==> src/rtl/uart_peer_echo.sv <==
// UART link partner: deserializes 8N1 frames on rx, buffers good bytes, re-serializes them on tx.
// Latency: status pulses one clock after the stop sample; echoed start bit two clocks after the good-byte edge.
// Backpressure: none on rx; echo_en gates draining and a full FIFO drops the byte with an overflow pulse.
// Optional even parity is compiled in with the macro UART_PEER_PARITY_EN.
module uart_peer_echo #(
   parameter int SIZE       = 8,
   parameter int BAUD_RATE  = 115200,
   parameter int CLK_FREQ   = 1000000,
   parameter int BAUD_COUNT = CLK_FREQ / BAUD_RATE,
   parameter int FIFO_DEPTH = 4
) (
   input  logic                               clk,
   input  logic                               rst,
   input  logic                               rx,
   input  logic                               echo_en,
   output logic                               tx,
   output logic                               tx_busy,
   output logic [SIZE-1:0]                    rx_data,
   output logic                               rx_valid,
   output logic                               frame_err,
   output logic                               parity_err,
   output logic                               overflow,
   output logic [$clog2(FIFO_DEPTH+1)-1:0]    fifo_count
);

   localparam int CW = $clog2(BAUD_COUNT);
   localparam int BW = (SIZE > 1) ? $clog2(SIZE) : 1;
   localparam int AW = (FIFO_DEPTH > 1) ? $clog2(FIFO_DEPTH) : 1;
   localparam int NW = $clog2(FIFO_DEPTH + 1);
   localparam logic [CW-1:0] BIT_LAST  = CW'(BAUD_COUNT - 1);
   localparam logic [CW-1:0] HALF_LAST = CW'(BAUD_COUNT / 2 - 1);
   localparam logic [BW-1:0] DATA_LAST = BW'(SIZE - 1);
   localparam logic [AW-1:0] PTR_LAST  = AW'(FIFO_DEPTH - 1);
   localparam logic [NW-1:0] DEPTH_N   = NW'(FIFO_DEPTH);

   typedef enum logic [2:0] {S_IDLE, S_START, S_DATA, S_PARITY, S_STOP} state_t;

   // ---------------- receiver ----------------
   logic            rx_meta, rx_sync;
   state_t          rx_state, rx_next;
   logic [CW-1:0]   rx_cnt;
   logic [BW-1:0]   rx_bit;
   logic [SIZE-1:0] rx_shift;
   logic            rx_tick, stop_tick, rx_good;

   // FIFO / transmitter shared handshakes
   logic            fifo_full, push, pop;
   logic [SIZE-1:0] mem [FIFO_DEPTH];
   logic [AW-1:0]   wr_ptr, rd_ptr;

`ifdef UART_PEER_PARITY_EN
   logic            rx_par_bad;
`endif

   // Two-flop synchronizer; idles high so reset never looks like a start bit
   always_ff @(posedge clk or negedge rst) begin
      if (!rst) begin
         rx_meta <= 1'b1;
         rx_sync <= 1'b1;
      end else begin
         rx_meta <= rx;
         rx_sync <= rx_meta;
      end
   end

   // Start bit is sampled at half a bit, every later bit one full bit apart (mid-bit)
   assign rx_tick   = (rx_state == S_START) ? (rx_cnt == HALF_LAST) : (rx_cnt == BIT_LAST);
   assign stop_tick = (rx_state == S_STOP) && rx_tick;
`ifdef UART_PEER_PARITY_EN
   assign rx_good   = stop_tick && rx_sync && !rx_par_bad;
`else
   assign rx_good   = stop_tick && rx_sync;
`endif

   // RX state register
   always_ff @(posedge clk or negedge rst) begin
      if (!rst) rx_state <= S_IDLE;
      else      rx_state <= rx_next;
   end

   // RX next-state: a high start sample is a glitch and silently returns to IDLE
   always_comb begin
      rx_next = rx_state;
      case (rx_state)
         S_IDLE:   if (!rx_sync) rx_next = S_START;
         S_START:  if (rx_tick) rx_next = rx_sync ? S_IDLE : S_DATA;
         S_DATA:   if (rx_tick && (rx_bit == DATA_LAST))
`ifdef UART_PEER_PARITY_EN
                      rx_next = S_PARITY;
`else
                      rx_next = S_STOP;
`endif
         S_PARITY: if (rx_tick) rx_next = S_STOP;
         S_STOP:   if (rx_tick) rx_next = S_IDLE;
         default:  rx_next = S_IDLE;
      endcase
   end

   // RX bit timer, bit index and LSB-first shift register
   always_ff @(posedge clk or negedge rst) begin
      if (!rst) begin
         rx_cnt   <= '0;
         rx_bit   <= '0;
         rx_shift <= '0;
      end else begin
         rx_cnt <= (rx_state == S_IDLE || rx_tick) ? '0 : rx_cnt + 1'b1;
         if (rx_state == S_IDLE) rx_bit <= '0;
         if (rx_state == S_DATA && rx_tick) begin
            rx_bit   <= rx_bit + 1'b1;
            rx_shift <= {rx_sync, rx_shift[SIZE-1:1]};
         end
      end
   end

`ifdef UART_PEER_PARITY_EN
   // Even parity: the parity bit must equal the XOR of the data bits
   always_ff @(posedge clk or negedge rst) begin
      if (!rst)                                  rx_par_bad <= 1'b0;
      else if (rx_state == S_PARITY && rx_tick)  rx_par_bad <= (rx_sync != ^rx_shift);
   end
`endif

   // Registered status pulses; a bad stop bit masks a parity error on the same frame
   always_ff @(posedge clk or negedge rst) begin
      if (!rst) begin
         rx_valid  <= 1'b0;
         frame_err <= 1'b0;
         overflow  <= 1'b0;
         rx_data   <= '0;
      end else begin
         rx_valid  <= rx_good;
         frame_err <= stop_tick && !rx_sync;
         overflow  <= rx_good && fifo_full && !pop;
         if (rx_good) rx_data <= rx_shift;
      end
   end

`ifdef UART_PEER_PARITY_EN
   // Parity error pulse, only when the stop bit itself was good
   always_ff @(posedge clk or negedge rst) begin
      if (!rst) parity_err <= 1'b0;
      else      parity_err <= stop_tick && rx_sync && rx_par_bad;
   end
`else
   assign parity_err = 1'b0;
`endif

   // ---------------- echo FIFO ----------------
   state_t          tx_state, tx_next;

   assign fifo_full = (fifo_count == DEPTH_N);
   assign pop       = (tx_state == S_IDLE) && echo_en && (fifo_count != '0);
   assign push      = rx_good && (!fifo_full || pop);

   // Storage needs no reset; occupancy gates every read
   always_ff @(posedge clk) begin
      if (push) mem[wr_ptr] <= rx_shift;
   end

   // Wrapping pointers and occupancy count
   always_ff @(posedge clk or negedge rst) begin
      if (!rst) begin
         wr_ptr     <= '0;
         rd_ptr     <= '0;
         fifo_count <= '0;
      end else begin
         if (push) wr_ptr <= (wr_ptr == PTR_LAST) ? '0 : wr_ptr + 1'b1;
         if (pop)  rd_ptr <= (rd_ptr == PTR_LAST) ? '0 : rd_ptr + 1'b1;
         case ({push, pop})
            2'b10:   fifo_count <= fifo_count + 1'b1;
            2'b01:   fifo_count <= fifo_count - 1'b1;
            default: fifo_count <= fifo_count;
         endcase
      end
   end

   // ---------------- transmitter ----------------
   logic [CW-1:0]   tx_cnt;
   logic [BW-1:0]   tx_bit;
   logic [SIZE-1:0] tx_shift;
   logic            tx_tick, tx_line;
`ifdef UART_PEER_PARITY_EN
   logic            tx_par;
`endif

   assign tx_tick = (tx_cnt == BIT_LAST);

   // TX state register
   always_ff @(posedge clk or negedge rst) begin
      if (!rst) tx_state <= S_IDLE;
      else      tx_state <= tx_next;
   end

   // TX next-state and line level; echo_en is only looked at in IDLE so frames always complete
   always_comb begin
      tx_next = tx_state;
      tx_line = 1'b1;
      case (tx_state)
         S_IDLE:   if (pop) tx_next = S_START;
         S_START: begin
            tx_line = 1'b0;
            if (tx_tick) tx_next = S_DATA;
         end
         S_DATA: begin
            tx_line = tx_shift[0];
            if (tx_tick && (tx_bit == DATA_LAST))
`ifdef UART_PEER_PARITY_EN
               tx_next = S_PARITY;
`else
               tx_next = S_STOP;
`endif
         end
         S_PARITY: begin
`ifdef UART_PEER_PARITY_EN
            tx_line = tx_par;
`endif
            if (tx_tick) tx_next = S_STOP;
         end
         S_STOP:   if (tx_tick) tx_next = S_IDLE;
         default:  tx_next = S_IDLE;
      endcase
   end

   // TX bit timer, index and shift register loaded from the FIFO head on pop
   always_ff @(posedge clk or negedge rst) begin
      if (!rst) begin
         tx_cnt   <= '0;
         tx_bit   <= '0;
         tx_shift <= '0;
`ifdef UART_PEER_PARITY_EN
         tx_par   <= 1'b0;
`endif
      end else begin
         tx_cnt <= (tx_state == S_IDLE || tx_tick) ? '0 : tx_cnt + 1'b1;
         if (tx_state == S_IDLE) tx_bit <= '0;
         if (pop) begin
            tx_shift <= mem[rd_ptr];
`ifdef UART_PEER_PARITY_EN
            tx_par   <= ^mem[rd_ptr];
`endif
         end else if (tx_state == S_DATA && tx_tick) begin
            tx_bit   <= tx_bit + 1'b1;
            tx_shift <= tx_shift >> 1;
         end
      end
   end

   // Registered line outputs: glitch-free tx, busy aligned with the frame on the wire
   always_ff @(posedge clk or negedge rst) begin
      if (!rst) begin
         tx      <= 1'b1;
         tx_busy <= 1'b0;
      end else begin
         tx      <= tx_line;
         tx_busy <= (tx_state != S_IDLE);
      end
   end

endmodule

==> config.mk <==
export PLATFORM = sky130hd
export DESIGN_NAME = uart_peer_echo
export DESIGN_NICKNAME = d
export VERILOG_FILES = /design/src/rtl/uart_peer_echo.sv
export SDC_FILE = /design/constraint.sdc
export NUM_CORES = 1
export LEC_CHECK = 0
export ABC_AREA = 1
export BUFFER_PORTS_ARGS = -buffer_cell sky130_fd_sc_hd__buf_4
export CAP_MARGIN = 25
export CORE_MARGIN = 2
export CORE_UTILIZATION = 40
export CTS_BUF_LIST = sky130_fd_sc_hd__clkbuf_4 sky130_fd_sc_hd__clkbuf_8 sky130_fd_sc_hd__clkbuf_16
export CTS_CLUSTER_DIAMETER = 150
export DETAILED_ROUTE_END_ITERATION = 7
export GPL_TIMING_DRIVEN = 0
export SLEW_MARGIN = 20
export SYNTH_ARGS = -nofsm -noshare
export SYNTH_HDL_FRONTEND = slang
export SYNTH_SLANG_ARGS = --single-unit
==> constraint.sdc <==
create_clock -name clk -period 2.5 [get_ports clk]
set_clock_uncertainty 0.1 [all_clocks]
set_input_delay 0.125 -clock clk [delete_from_list [all_inputs] [get_ports clk]]
set_output_delay 0.125 -clock clk [all_outputs]
set_load 0.02 [all_outputs]
; ---- After elaboration in Yosys (flattened, before gate mapping)
; Memories as Yosys holds them, arrays and structs flattened.
; Cells that the tools add are included.
[word_totals]
reg_bits = 56
ram_bits = 32
input_bits = 4
out_inout_bits = 17
wordCells = 112
mem_count = 1
[classes]
add_sub_neg = 8
n_eq_ne = 28
n_mux = 29
reduce_logical = 27
[mem_list]
columns = memory, words, word_bits, read_ports, rd_clocked_by_memory_dff, wr, line_no
row1 = mem, 4, 8, 1, 0, 1, 48  ; logic [SIZE-1:0] mem [FIFO_DEPTH];
[ops]
columns = op, count
row1 = 3-bit two-way mux, 17
row2 = 3-bit case mux with 5 select lines, 2
row3 = "3-bit == test, second input constant", 7
row4 = "2-bit != test, second input constant", 10
row5 = 8-bit two-way mux, 2
row6 = "3-bit by 1-bit adder with 3-bit output, second input constant", 5
row7 = "3-bit by 2-bit == test with 1-bit output, second input constant", 5
row8 = 1-bit logical AND, 12
row9 = 5-bit AND reduction, 2
row10 = "2-bit == test, second input constant", 3
row11 = "3-bit by 1-bit == test with 1-bit output, second input constant", 2
row12 = 3-bit zero test, 2
row13 = 2-bit two-way mux, 3
row14 = 3-bit case mux with 2 select lines, 1
row15 = 2-bit nonzero test, 3
row16 = 3-bit nonzero test, 2
row17 = "2-bit by 1-bit adder with 2-bit output, second input constant", 2
row18 = 1-bit zero test, 3
row19 = 1-bit logical OR, 3
row20 = 1-bit two-way mux, 3
row21 = "3-bit by 1-bit subtractor with 3-bit output, second input constant", 1
row22 = "2-bit by 1-bit == test with 1-bit output, second input constant", 1
row23 = 1-bit case mux with 2 select lines, 1

; ---- Depth between registers and ports, before layout
[logic_depth]
depth_word = 7
depth_mapped = 14

; ---- Worst setup path after synthesis
; Ideal clock, no wire load.
[synth_timing]
path_type = reg-to-reg
startpoint = register rx_state[2]
endpoint = register fifo_count[2]
setup_time_ps = 63
arrival_ps = 1819
required_time_ps = 2337
path_slack_ps = 519
path_stages_with_launch = 15
n_path_buf = 0
synth_period_minus_slack_ps = 1981
path_cell_list = dfrtp_1 nor2_2 nand2_1 nand2_2 nand3_2 nor2_4 nand2_4 nand2_4 inv_1 fa_1 inv_1 nand3_1 nand3_1 nand2_1 inv_1
[synth_between]
elab_chain_cells = 7
word_cells_on_any_way = 10
[synth_rtl]
columns = item, line_no
row1 = start: declaration, 40  ; state_t rx_state, rx_next;
row2 = start signal: assignment, 78  ; else rx_state <= rx_next;
row3 = 3-bit by 1-bit == test with 1-bit output, 67  ; assign rx_tick = (rx_state == S_START) ? (rx_cnt == HALF_LAST) : (rx_cnt == BIT_LAST);
row4 = 1-bit two-way mux, 67
row5 = 1-bit logical AND *, 68  ; assign stop_tick = (rx_state == S_STOP) && rx_tick;
row6 = 1-bit logical AND *, 72  ; assign rx_good = stop_tick && rx_sync;
row7 = 1-bit logical AND *, 153  ; assign push = rx_good && (!fifo_full || pop);
row8 = 2-bit by 1-bit == test with 1-bit output or 2-bit == test (tied branches), 169  ; case ({push, pop})
row9 = 3-bit case mux with 2 select lines or 2-bit nonzero test (tied branches), -
row10 = end signal: assignment, 170  ; 2'b10: fifo_count <= fifo_count + 1'b1;
row11 = end signal: assignment, 171  ; 2'b01: fifo_count <= fifo_count - 1'b1;
row12 = end signal: assignment, 172  ; default: fifo_count <= fifo_count;
row13 = end: declaration, 23  ; output logic [$clog2(FIFO_DEPTH+1)-1:0] fifo_count
; Every way passes the cells marked *; elsewhere a longest branch is shown, timed or not.
; A chain may end at the register's enable or synchronous reset.

; ---- Worst setup path after layout
[layout_timing]
startpoint = register rx_state[0]
endpoint = memory mem[2][0] (enable)
[layout_between]
elab_chain_cells = 7
word_cells_on_any_way = 8
[layout_rtl]
columns = item, line_no
row1 = 3-bit by 1-bit == test with 1-bit output, 67
row2 = 1-bit two-way mux, 67
row3 = 1-bit logical AND *, 68
row4 = 1-bit logical AND *, 72
row5 = via rx_good, 44  ; logic rx_tick, stop_tick, rx_good;
row6 = 1-bit logical AND *, 153
row7 = 1-bit two-way mux *, 157  ; if (push) mem[wr_ptr] <= rx_shift;
row8 = 1-bit two-way mux (implied by the code) *, 157
row9 = end: declaration, 48
; The timed path passes the listed nets; every way through them passes the cells marked *.

==> flow_metrics.tcl <==
set metrics [dict create \
    cts-buffers-inserted 9 \
    cts_tree "yes" \
    p_sw_uw 1570 \
    cts_buffer_depth 2 \
    drt-met1-wl_mm 3.25 \
    io_buffers 19 \
    gr-total-overflow 0 \
    cp_max_fo 8 \
    grt_pass1_vias 2527 \
    vdd.ir_drop.worst_mv 0.344 \
    routabilityCongestion 0.832 \
    synth_seq_cells 88 \
    rsz0062_at_grt "yes" \
    core_sq_um 9330 \
    hold_class "in2reg" \
    hold_start "echo_en" \
    p_per_area_nw_per_um2 969 \
    synth_top_area_share_pct 34.3 \
    worst_hold_path.num_cells 3 \
    ys_seq_area_share_pct 61.2 \
    antennaDiodeCount 0 \
    wl_met2_mm 3.43 \
    die-area_sq_um 10500 \
    clk_pin_slew_ps 90 \
    chipWidth_um 102 \
    finish.net_count 416 \
    drive_above_1_share_pct 20.0 \
    grt_pass1_wl_mm 11.9 \
    critPathLaunch "rx_state[0]$_DFFE_PN0P_" \
    drtAntennaViolNets 0 \
    yosysWarnings 0 \
    combPwrFrac_pct 32.1 \
    die_y_um 102 \
    ys_types 37 \
    setup_slack_ps 135 \
    routed.top_layer "met4" \
    drc 0 \
    period_minus_slack_ps 2360 \
    grt_start_max_net_pins 57 \
    crit_path_start_kind "flop" \
    required_ps 2380 \
    cp-end-kind "flop" \
    drt_iter0_drc 152 \
    setup_violations 0 \
    regToRegStartpoint "rx_state[0]$_DFFE_PN0P_" \
    area_delta_synth_final_pct 13.7 \
    io_pins 21 \
    status "finished, final reports clean" \
    synth_edf_count 32 \
    cts_setup_buffers 0 \
    path_class "reg2reg" \
    dp_hpwl_mm 4.79 \
    place_ws_ps 124 \
    fin_setup_tns_ps 0 \
    h-tree-depth 3 \
    whs_ps 129 \
    async_flop_share_pct 63.6 \
    synth_top_area_cell "dfrtp_1" \
    initial_core_util_pct 41.4 \
    maxSlewHeadroom_pct 47.1 \
    hold_viol_final 0 \
    vias 2507 \
    drt-total-wl_mm 6.97 \
    internal-power_uw 2690 \
    synth_cells 367 \
    avgSynthCellArea_sq_um 10.5 \
    reg2reg_depth 7 \
    power_frac_clock_pct 23.5 \
    p_leak_uw 0.00197 \
    r2r_end "mem[2][0]$_DFFE_PP_" \
    grt.total_usage_pct 14.9 \
    fin_crit_sh_pct 94.6 \
    fp-row-count 35 \
    fin_util_pct 47.1 \
    wl_per_cell_um 13.1 \
    route.met3.wl_um 195 \
    firstDrtPassIters 4 \
    nFillCells 876 \
    seqPwrFrac_pct 44.4 \
    arrival_ps 2240 \
    cts_resized 0 \
    syn_nets 384 \
    tightest_slew_ps 791 \
    clockRootBuffer "clkbuf_8" \
    ys_top_cells_by_area "dfrtp_1, edfxtp_1, nand2_1" \
    clkLatencyLatePin_ps 350 \
    reg2reg_slack_ps 140 \
    vias_per_cell 4.70 \
    swShare_pct 36.9 \
    holdPathEnd "tx_state[0]$_DFFE_PN0P_" \
    slew_violations 0 \
    synth-main-ff-cell "dfrtp_1" \
    cts.sinks 88 \
    syn_area_sq_um 3870 \
    clock.fmax_mhz 423 \
    antenna_found_initial 0 \
    drv_cap 0 \
]
-- registers in the layout, indices dropped and copies added, names as in the netlist, 8 cells and up --
| name | count |
|---|---|
| rx_shift | 8 |
| rx_data | 8 |
| tx_shift | 8 |
| mem | 32 |
-- layout make-up --
type	count	area, sq um	area share (%)
well taps	129	161	3.67
clock buffers	10	131	2.99
repair buffers	21	163	3.70
multi-input cells	218	1250	28.4
clock inverters	6	72.6	1.65
inverters	53	200	4.56
flip-flops and latches	88	2370	53.8
plain buffers	8	52.6	1.20
-- worst max-delay path by stage --
stage,end,slack (ps),cells after the start
2_1_floorplan,fifo_count[2]$_DFFE_PN0P_,520,14
3_3_place_gp,mem[2][3]$_DFFE_PP_,120,7
3_5_place_dp,mem[0][3]$_DFFE_PP_,120,7
4_1_cts,mem[0][0]$_DFFE_PP_,90,7
5_1_grt,mem[2][6]$_DFFE_PP_,-40,7
6_report,mem[2][0]$_DFFE_PP_,140,7
-- worst max-delay path: stages, from the launching register on --
cell     delay (ps)
dfrtp_1         430
inv_1           110
nand2_1         100
nor2_2          130
nand4_1         180
nor2_4          220
nand2_4          90
nor2_1          610
-- cells by family after synthesis --
kind of cell               after synthesis  share of synthesized area (%)
buffers and inverters                   61                           6.54
and+or+nand+nor                        142                           17.4
other                                    1                         0.0970
DFF                                     88                           61.2
adders and majority gates               13                           4.40
xor gates and xnor gates                 1                          0.227
AOI/OAI and AO/OA                       61                           10.2
-- cell usage after synthesis (2+ instances only) --
cell      instances
o211ai_1          4
inv_1            48
o21ai_0          22
nand4_1           3
buf_6             2
nor2_1           25
inv_2             4
nand2_2           5
dfrtp_1          53
o21ai_1           5
a21oi_1           7
nor3_1            2
edfxtp_1         32
clkbuf_1          4
nand2_1          70
o22ai_1           3
o21ai_2          14
nor2_2            4
nand4_2           2
nor2_4            4
nand3_1          22
ha_1             12
nand2_4           3
dfstp_2           3
buf_4             2
-- power by group through the flow --
stage	clock network, uW	registers [uW]	logic, uW
finish	1000	1890	1370
global route	1090	1920	1580
CTS	1040	1890	1390
detailed placement	0	1920	1380
global placement	0	1910	1340
floorplan	0	1930	993
-- placed cells by master (no fill, tap or decap), types with 2 or more instances in the layout --
master         Yosys  layout
o21ai_2           14      14
ha_1              12      12
dfrtp_1           53      53
nor2_4             4       4
clkbuf_1           4       4
o21ai_1            5       5
nand3_1           22      22
clkbuf_8           0       9
nor3_1             2       2
o21ai_0           22      22
a21oi_1            7       7
nand4_2            2       2
buf_6              2       2
nor2_1            25      25
dfstp_2            3       3
nand2_1           70      70
dlygate4sd3_1      0       2
inv_6              0       3
inv_2              4       4
edfxtp_1          32      32
nand2_2            5       5
o211ai_1           4       4
o22ai_1            3       3
buf_4              2      21
nor2_2             4       4
nand4_1            3       3
inv_1             48      48
nand2_4            3       3
-- what timing repair did --
action	in CTS	in global routing
setup endpoints to repair	0	24
endpoints found under the hold margin	54	0
hold buffers	2	0
-- stage by stage --
step / instances / total power, uW / instance area [sq um]
after floorplan: 367 / 2920 / 3870
after global placement: 515 / 3250 / 4170
after detailed placement: 515 / 3300 / 4170
after CTS: 533 / 4320 / 4390
after global routing: 533 / 4590 / 4390
final: 533 / 4260 / 4390
-- metal layers --
layer / up-vias / global-route usage, %
li1: 1269 / -
met1: 1196 / 19.1
met2: 35 / 25.3
met3: 7 / 3.69
met4: 0 / 4.62
met5: - / 0
Power figures use the tool's default switching activity.
